## config.mk

```make
export PLATFORM = sky130hd
export DESIGN_NAME = pc_sequencer_flat
export DESIGN_NICKNAME = d
export VERILOG_FILES = /design/src/rtl/pc_sequencer_pkg.sv /design/src/rtl/pc_sequencer_if.sv /design/src/rtl/pc_sequencer_pc_next_mux.sv /design/src/rtl/pc_sequencer.sv /design/src/flat_wrapper.sv
export SDC_FILE = /design/constraint.sdc
export NUM_CORES = 1
export LEC_CHECK = 0
export CORE_ASPECT_RATIO = 0.5
export CORE_MARGIN = 2
export CORE_UTILIZATION = 58
export CTS_CLUSTER_SIZE = 28
export DETAILED_ROUTE_END_ITERATION = 8
export DONT_BUFFER_PORTS = 1
export GPL_TIMING_DRIVEN = 0
export MAX_ROUTING_LAYER = met4
export PLACE_DENSITY = 0.82
export SYNTH_ARGS = -nofsm -noshare
export SYNTH_HDL_FRONTEND = slang
export SYNTH_HIERARCHICAL = 1
export SYNTH_SLANG_ARGS = --single-unit
```

## constraint.sdc

```tcl
create_clock -name clk -period 11.4 [get_ports clk]
set_input_delay 2.28 -clock clk [delete_from_list [all_inputs] [get_ports clk]]
set_output_delay 2.28 -clock clk [all_outputs]
set_load 0.005 [all_outputs]
```

## src/rtl/pc_sequencer_pkg.sv

```systemverilog
// Shared definitions for the PC sequencer slice.
//   - pc_sel encodings driven by decode/control
//   - sequencer state enum
//   - default reset / exception vectors
package pc_sequencer_pkg;

    localparam logic [2:0] PC_SEL_SEQ    = 3'd0;
    localparam logic [2:0] PC_SEL_BRANCH = 3'd1;
    localparam logic [2:0] PC_SEL_JUMP   = 3'd2;
    localparam logic [2:0] PC_SEL_JR     = 3'd3;

    localparam logic [31:0] RESET_VEC_DEF = 32'h0000_0000;
    localparam logic [31:0] EXC_VEC_DEF   = 32'h0000_0004;

    typedef enum logic [1:0] {
        ST_IDLE,
        ST_FETCH,
        ST_EXEC,
        ST_HALT
    } seq_state_e;

endpackage

```

## src/rtl/pc_sequencer_if.sv

```systemverilog
// Bus bundle between the sequencer, the PC register and instruction memory.
//   imem_req/imem_addr/imem_ready : fetch handshake
//   pc_q/pc_ena/pc_next           : PC register read-back, enable, data in
// master = sequencer side, slave = PC register / imem side.
interface pc_sequencer_if;
    logic        imem_req;
    logic [31:0] imem_addr;
    logic        imem_ready;
    logic [31:0] pc_q;
    logic        pc_ena;
    logic [31:0] pc_next;

    modport master (
        output imem_req, imem_addr, pc_ena, pc_next,
        input  imem_ready, pc_q
    );

    modport slave (
        input  imem_req, imem_addr, pc_ena, pc_next,
        output imem_ready, pc_q
    );
endinterface

```

## src/rtl/pc_sequencer_pc_next_mux.sv

```systemverilog
// pc_next_mux: combinational next-PC selection with priority
//   exc_req > eret > misaligned jr > pc_sel (branch/jump/jr/seq).
// Ports:
//   pc_q, pc_sel, branch_taken, branch_off, jump_idx, jr_addr,
//   exc_req, eret, epc : selection inputs
//   pc_next            : selected next PC
//   save_epc           : this commit traps, epc must capture pc_q
module pc_next_mux
    import pc_sequencer_pkg::*;
#(
    parameter logic [31:0] EXC_VEC = EXC_VEC_DEF
) (
    input  logic [31:0] pc_q,
    input  logic [2:0]  pc_sel,
    input  logic        branch_taken,
    input  logic [31:0] branch_off,
    input  logic [25:0] jump_idx,
    input  logic [31:0] jr_addr,
    input  logic        exc_req,
    input  logic        eret,
    input  logic [31:0] epc,
    output logic [31:0] pc_next,
    output logic        save_epc
);

    logic [31:0] pc4;
    logic        jr_misaligned;

    assign pc4           = pc_q + 32'd4;
    assign jr_misaligned = (pc_sel == PC_SEL_JR) && (jr_addr[1:0] != 2'b00);

    always_comb begin
        pc_next  = pc4;
        save_epc = 1'b0;
        if (exc_req) begin
            pc_next  = EXC_VEC;
            save_epc = 1'b1;
        end else if (eret) begin
            pc_next = epc;
        end else if (jr_misaligned) begin
            // A misaligned register jump is treated as an address exception
            pc_next  = EXC_VEC;
            save_epc = 1'b1;
        end else begin
            case (pc_sel)
                PC_SEL_BRANCH: pc_next = branch_taken ? (pc4 + branch_off) : pc4;
                PC_SEL_JUMP:   pc_next = {pc4[31:28], jump_idx, 2'b00};
                PC_SEL_JR:     pc_next = jr_addr;
                default:       pc_next = pc4;
            endcase
        end
    end

endmodule

```

## src/rtl/pc_sequencer.sv

```systemverilog
// pc_sequencer: fetch/commit controller for the program counter.
// Ports:
//   clk, rst         : clock, async active-high reset
//   bus (master)     : imem handshake + PC register interface
//   instr_valid      : one-cycle commit strobe
//   pc_sel, branch_taken, branch_off, jump_idx, jr_addr : next-PC controls
//   exc_req, eret    : exception entry / return
//   epc              : saved exception PC
//   halt_req, step   : debug halt level and single-step pulse
//   halted, retired  : debug status and committed-instruction count
module pc_sequencer
    import pc_sequencer_pkg::*;
#(
    parameter logic [31:0] RESET_VEC = RESET_VEC_DEF,
    parameter logic [31:0] EXC_VEC   = EXC_VEC_DEF
) (
    input  logic                  clk,
    input  logic                  rst,
    pc_sequencer_if.master        bus,
    output logic                  instr_valid,
    input  logic [2:0]            pc_sel,
    input  logic                  branch_taken,
    input  logic [31:0]           branch_off,
    input  logic [25:0]           jump_idx,
    input  logic [31:0]           jr_addr,
    input  logic                  exc_req,
    input  logic                  eret,
    output logic [31:0]           epc,
    input  logic                  halt_req,
    input  logic                  step,
    output logic                  halted,
    output logic [31:0]           retired
);

    seq_state_e  state, state_nxt;
    logic        step_mode, step_mode_nxt;
    logic        exec;
    logic [31:0] mux_pc;
    logic        save_epc;

    pc_next_mux #(.EXC_VEC(EXC_VEC)) u_mux (
        .pc_q         (bus.pc_q),
        .pc_sel       (pc_sel),
        .branch_taken (branch_taken),
        .branch_off   (branch_off),
        .jump_idx     (jump_idx),
        .jr_addr      (jr_addr),
        .exc_req      (exc_req),
        .eret         (eret),
        .epc          (epc),
        .pc_next      (mux_pc),
        .save_epc     (save_epc)
    );

    always_ff @(posedge clk or posedge rst) begin
        if (rst) begin
            state     <= ST_IDLE;
            step_mode <= 1'b0;
        end else begin
            state     <= state_nxt;
            step_mode <= step_mode_nxt;
        end
    end

    always_comb begin
        state_nxt     = state;
        step_mode_nxt = step_mode;
        case (state)
            ST_IDLE:  state_nxt = ST_FETCH;
            ST_FETCH: if (bus.imem_ready) state_nxt = ST_EXEC;
            ST_EXEC: begin
                // A pending halt (or the end of a single step) parks after commit
                if (halt_req || step_mode) begin
                    state_nxt     = ST_HALT;
                    step_mode_nxt = 1'b0;
                end else begin
                    state_nxt = ST_FETCH;
                end
            end
            ST_HALT: begin
                if (step) begin
                    state_nxt     = ST_FETCH;
                    step_mode_nxt = 1'b1;
                end else if (!halt_req) begin
                    state_nxt = ST_FETCH;
                end
            end
            default: state_nxt = ST_IDLE;
        endcase
    end

    assign exec          = (state == ST_EXEC);
    assign bus.imem_req  = (state == ST_FETCH);
    assign bus.imem_addr = bus.pc_q;
    assign bus.pc_ena    = exec;
    assign instr_valid   = exec;
    assign halted        = (state == ST_HALT);
    // Outside a commit the data input parks at the reset vector
    assign bus.pc_next   = exec ? mux_pc : RESET_VEC;

    always_ff @(posedge clk or posedge rst) begin
        if (rst) begin
            epc     <= 32'd0;
            retired <= 32'd0;
        end else if (exec) begin
            retired <= retired + 32'd1;
            if (save_epc) epc <= bus.pc_q;
        end
    end

endmodule
```

## src/flat_wrapper.sv

```systemverilog
// flat-port wrapper written by rule: the top's interface ports become plain ports
module pc_sequencer_flat import pc_sequencer_pkg::*;
#(
    parameter logic [31:0] RESET_VEC = RESET_VEC_DEF,
    parameter logic [31:0] EXC_VEC   = EXC_VEC_DEF
)
  (clk, rst, instr_valid, pc_sel, branch_taken, branch_off, jump_idx, jr_addr, exc_req, eret, epc, halt_req, step, halted, retired, bus_imem_req, bus_imem_addr, bus_pc_ena, bus_pc_next, bus_imem_ready, bus_pc_q);
  pc_sequencer_if bus_i ();
  input  logic clk;
  input  logic rst;
  output logic instr_valid;
  input  logic [2:0] pc_sel;
  input  logic branch_taken;
  input  logic [31:0] branch_off;
  input  logic [25:0] jump_idx;
  input  logic [31:0] jr_addr;
  input  logic exc_req;
  input  logic eret;
  output logic [31:0] epc;
  input  logic halt_req;
  input  logic step;
  output logic halted;
  output logic [31:0] retired;
  output wire logic [$bits(bus_i.imem_req)-1:0] bus_imem_req;
  output wire logic [$bits(bus_i.imem_addr)-1:0] bus_imem_addr;
  output wire logic [$bits(bus_i.pc_ena)-1:0] bus_pc_ena;
  output wire logic [$bits(bus_i.pc_next)-1:0] bus_pc_next;
  input wire logic [$bits(bus_i.imem_ready)-1:0] bus_imem_ready;
  input wire logic [$bits(bus_i.pc_q)-1:0] bus_pc_q;
  assign bus_imem_req = bus_i.imem_req;
  assign bus_imem_addr = bus_i.imem_addr;
  assign bus_pc_ena = bus_i.pc_ena;
  assign bus_pc_next = bus_i.pc_next;
  assign bus_i.imem_ready = bus_imem_ready;
  assign bus_i.pc_q = bus_pc_q;
  pc_sequencer #(.RESET_VEC(RESET_VEC), .EXC_VEC(EXC_VEC)) u_core (.clk(clk), .rst(rst), .bus(bus_i), .instr_valid(instr_valid), .pc_sel(pc_sel), .branch_taken(branch_taken), .branch_off(branch_off), .jump_idx(jump_idx), .jr_addr(jr_addr), .exc_req(exc_req), .eret(eret), .epc(epc), .halt_req(halt_req), .step(step), .halted(halted), .retired(retired));
endmodule
```

==> summary.md <==
| Metric | Value |
|---|---|
| Outcome | `finished, final reports clean` |
| Clk_lat worst skew | `0.33 ns` |
| Iteration-0 DRC Markers | `981` |
| I/O pin cnt | `265` |
| Largest family of logic cells by synthesized area | `simple AND/OR/NAND/NOR gates` |
| Peak Freq | `0.1120 GHz` |
| # H-tree levels | `3` |
| RR Startpoint | `u_core/state[0]` |
| First-pass GRT wire length | `39050 µm` |
| Clock Path Buffers | `2` |
| Critical-path maximum fanout | `8` |
| CP max stage cell | `or4_4` |
| Leak Pwr | `0.003379 µW` |
| Die W | `161.5 µm` |
| Setup_tns | `0 ns` |
| RSZ-0062 raised after global routing | `false` |
| Worst clock skew | `0.003686 ns` |
| Remaining Overflow, GRT | `0` |
| R2r endpoint | `u_core/retired[21]` |
| Hold Path Depth | `1` |
| CP Depth | `17` |
| CTS clock-pin slew for the worst setup and hold paths | `0.05 ns` |
| Kind of end point of the critical path | `output port` |
| Layout Cells excl Fill | `1080` |
| Proportion of synthesized area in mux cells | `6.970%` |
| Starting Density | `60.25%` |
| Fin. Hold Viols | `0` |
| CP cell instances | `and4_1 -> and2_1 -> nand2_1 -> nor3_1 -> and3_1 -> xor2_1 -> ha_1 -> buf_4 -> nand4_1 -> or3_4 -> or4_4 -> a21boi_4 -> a41oi_2 -> xnor2_1 -> a2111o_1 -> o211ai_1 -> and2_1` |
| Adder-Cell Fraction of Synth Area | `7.405%` |
| First-pass DRT Iterations | `5` |
| Die height | `82.78 µm` |
| Largest net degree at the start of global routing | `44` |
| Via Count | `7326` |
| Worst path max stage delay | `0.56 ns` |
| Worst Hold Class | `reg2reg` |
| Worst EP arrival | `6.65 ns` |
| Setup crit start | `bus_pc_q[5]` |
| Area growth syn-to-layout | `7.700%` |
| Diodes inserted | `0` |
| CP delay by family, top | `simple AND/OR/NAND/NOR gates` |
| Critical Setup Path Class | `in2out` |
| Synth Instances | `898` |
| Mapped cell area | `7198 µm²` |
| XOR/XNOR Fraction of Synth Area | `9.977%` |
| FP Rows | `28` |
| Final slew viol count | `0` |
| Share of the yosys chip area belonging to registers | `23.29%` |
| Setup bufs post-CTS | `0` |
| Die area | `13370 µm²` |
| Compound-gate portion of the synthesized area | `20.84%` |
| Synthesized area per cell | `8.016 µm²` |
| Hold Buf Count CTS | `0` |
| Ratio of final minimum period to clock period | `78.31%` |
| Vias per std cell | `6.783` |
| Post-CTS Resized | `0` |
| Maximum vdd drop | `160.8 µV` |
| Share of cells above drive strength 1 | `12.57%` |
| Synth Area in Simple Gates | `24.72%` |
| Async set or reset register ratio after synthesis | `100.0%` |
| Vias in the first global route | `6646` |
| Routed wire per std cell | `24.85 µm` |
| Internal reg-to-reg setup slack | `9.26 ns` |
| Main synth FF type | `dfrtp_1` |
| Number of synthesized flops with an enable pin | `0` |
| Library cells used by synthesis | `71` |
| # Max-Cap Violations | `0` |
| Slew HR | `50.34%` |
| Root buf cell | `clkbuf_16` |
| # DRC | `0` |
| Initial antenna violation count | `0` |
| Mapped Nets | `1073` |
| Crit path to | `bus_pc_next[31]` |
| Buf+Inv Stages, Crit Path | `1` |
| Dpl cells | `1064` |
| HPWL Detailed | `21140 µm` |
| Startpoint Class | `input port` |
| Ys Warns | `6` |
| CORE AREA | `11950 µm²` |
| PortBufs | `0` |
| Routed Antenna Nets | `0` |
| Worst Tran Pin Value | `0.7396 ns` |
| Crit-path most repeated cell | `and2_1` |
| Cts bufs inserted | `9` |
| CTS tree | `yes` |
| Power density cells | `144.1 nW/µm²` |
| Layout Nets | `1085` |
| CTS sink cnt | `67` |
| GP Congestion | `1.046` |
| Setup violators final | `0` |
| Tmin final | `8.927 ns` |
| GR Util All Layers | `39.93%` |
| Final hold slack | `0.5165 ns` |
| Final WL | `26840 µm` |
| Cells on worst reg2reg path | `6` |
| Synthesized flop and latch total | `67` |
| Crit path required time | `9.12 ns` |
==> worst min-delay path by stage <==
stage	from	to
3_3_place_gp	u_core/retired[31]	u_core/retired[31]
6_report	u_core/retired[31]	u_core/retired[31]
3_5_place_dp	u_core/retired[31]	u_core/retired[31]
2_1_floorplan	u_core/retired[31]	u_core/retired[31]
4_1_cts	u_core/retired[31]	u_core/retired[31]
5_1_grt	u_core/retired[26]	u_core/retired[26]
==> worst register-to-register path, delay by kind of cell (launching register included) <==
kind | cells | cell delay (ns)
buffers and inverters | 1 | 0.09
flip-flops | 1 | 0.41
XOR/XNOR | 1 | 0.16
AND/OR/NAND/NOR | 3 | 1.01
adder cells (fa/ha/maj) | 1 | 0.36
==> report_power, final <==
part | switching [µW] | internal (µW)
logic | 223 | 172
clock network | 99.1 | 197
registers | 117 | 309
==> sequential cells by signal, indices dropped and copies added, names as in the netlist <==
register and flops:
u_core/epc 32, u_core/retired 32, u_core/state 2, u_core/step_mode 1
==> logic make-up (layout without fill, tap and decap cells) <==
| kind of cell | after synthesis | after routing |
|---|---|---|
| AO/OA/AOI/OAI | 229 | 229 |
| buffers and inverters | 93 | 110 |
| AND/OR/NAND/NOR | 339 | 339 |
| XOR/XNOR | 82 | 82 |
| multiplexers | 46 | 46 |
| flip-flops | 67 | 67 |
| adder cells (fa/ha/maj) | 42 | 42 |
==> metal layers <==
layer	part of all wire [%]	wire length (µm)	GRT usage, %
met4	1.9	518	9.464
met1	43	11450	55.64
met5	0	0	-
met3	13	3512	10.58
met2	42	11360	57.91
==> cell usage in the layout, fill, tap and decap left out, types with 20 or more instances in the layout <==
cell	netlist	layout
nand2_1	95	95
a21oi_1	68	68
dfrtp_1	67	67
nor2_1	55	55
xnor2_1	53	53
o21ai_0	51	51
ha_1	41	41
and2_1	40	40
nand3_1	37	37
buf_4	35	35
mux2_2	33	33
xor2_1	29	29
clkbuf_1	25	25
nand4_1	20	20
==> synth_stat cells (all sizes together), types with 20 or more instances <==
library cell	instances	area [µm²]
xnor2	53	464.2
clkbuf	25	93.84
dfrtp	67	1677
nand3	38	195.2
a21oi	70	357.8
xor2	29	254.0
buf	48	320.3
o21ai	52	260.2
mux2	33	371.6
inv	20	75.07
nand2	96	362.8
nor2	56	212.7
ha	41	513.0
and2	40	250.2
nand4	22	150.1
==> stage by stage <==
step | cell area (µm²) | utilization, % | worst slack [ns] | total power [µW]
global route | 7752 | 64.89 | 2.400 | 1166
floorplan | 7198 | - | 3.379 | 661.5
CTS | 7752 | 64.89 | 2.676 | 1103
detailed placement | 7425 | 62.15 | 2.685 | 798.9
finish | 7752 | 64.89 | 2.473 | 1117
global placement | 7405 | 61.98 | 2.706 | 781.5
==> layout make-up <==
class | count | area (µm²)
multi-input combinational | 738 | 5032
clock inverter | 6 | 88.84
buffer | 73 | 414.1
fill | 1056 | 4194
clock buffer | 10 | 239.0
inverter | 20 | 75.07
tap | 165 | 206.4
sequential | 67 | 1677
timing repair buffer | 1 | 20.02
No activity file was read; power rests on OpenSTA's default activity.
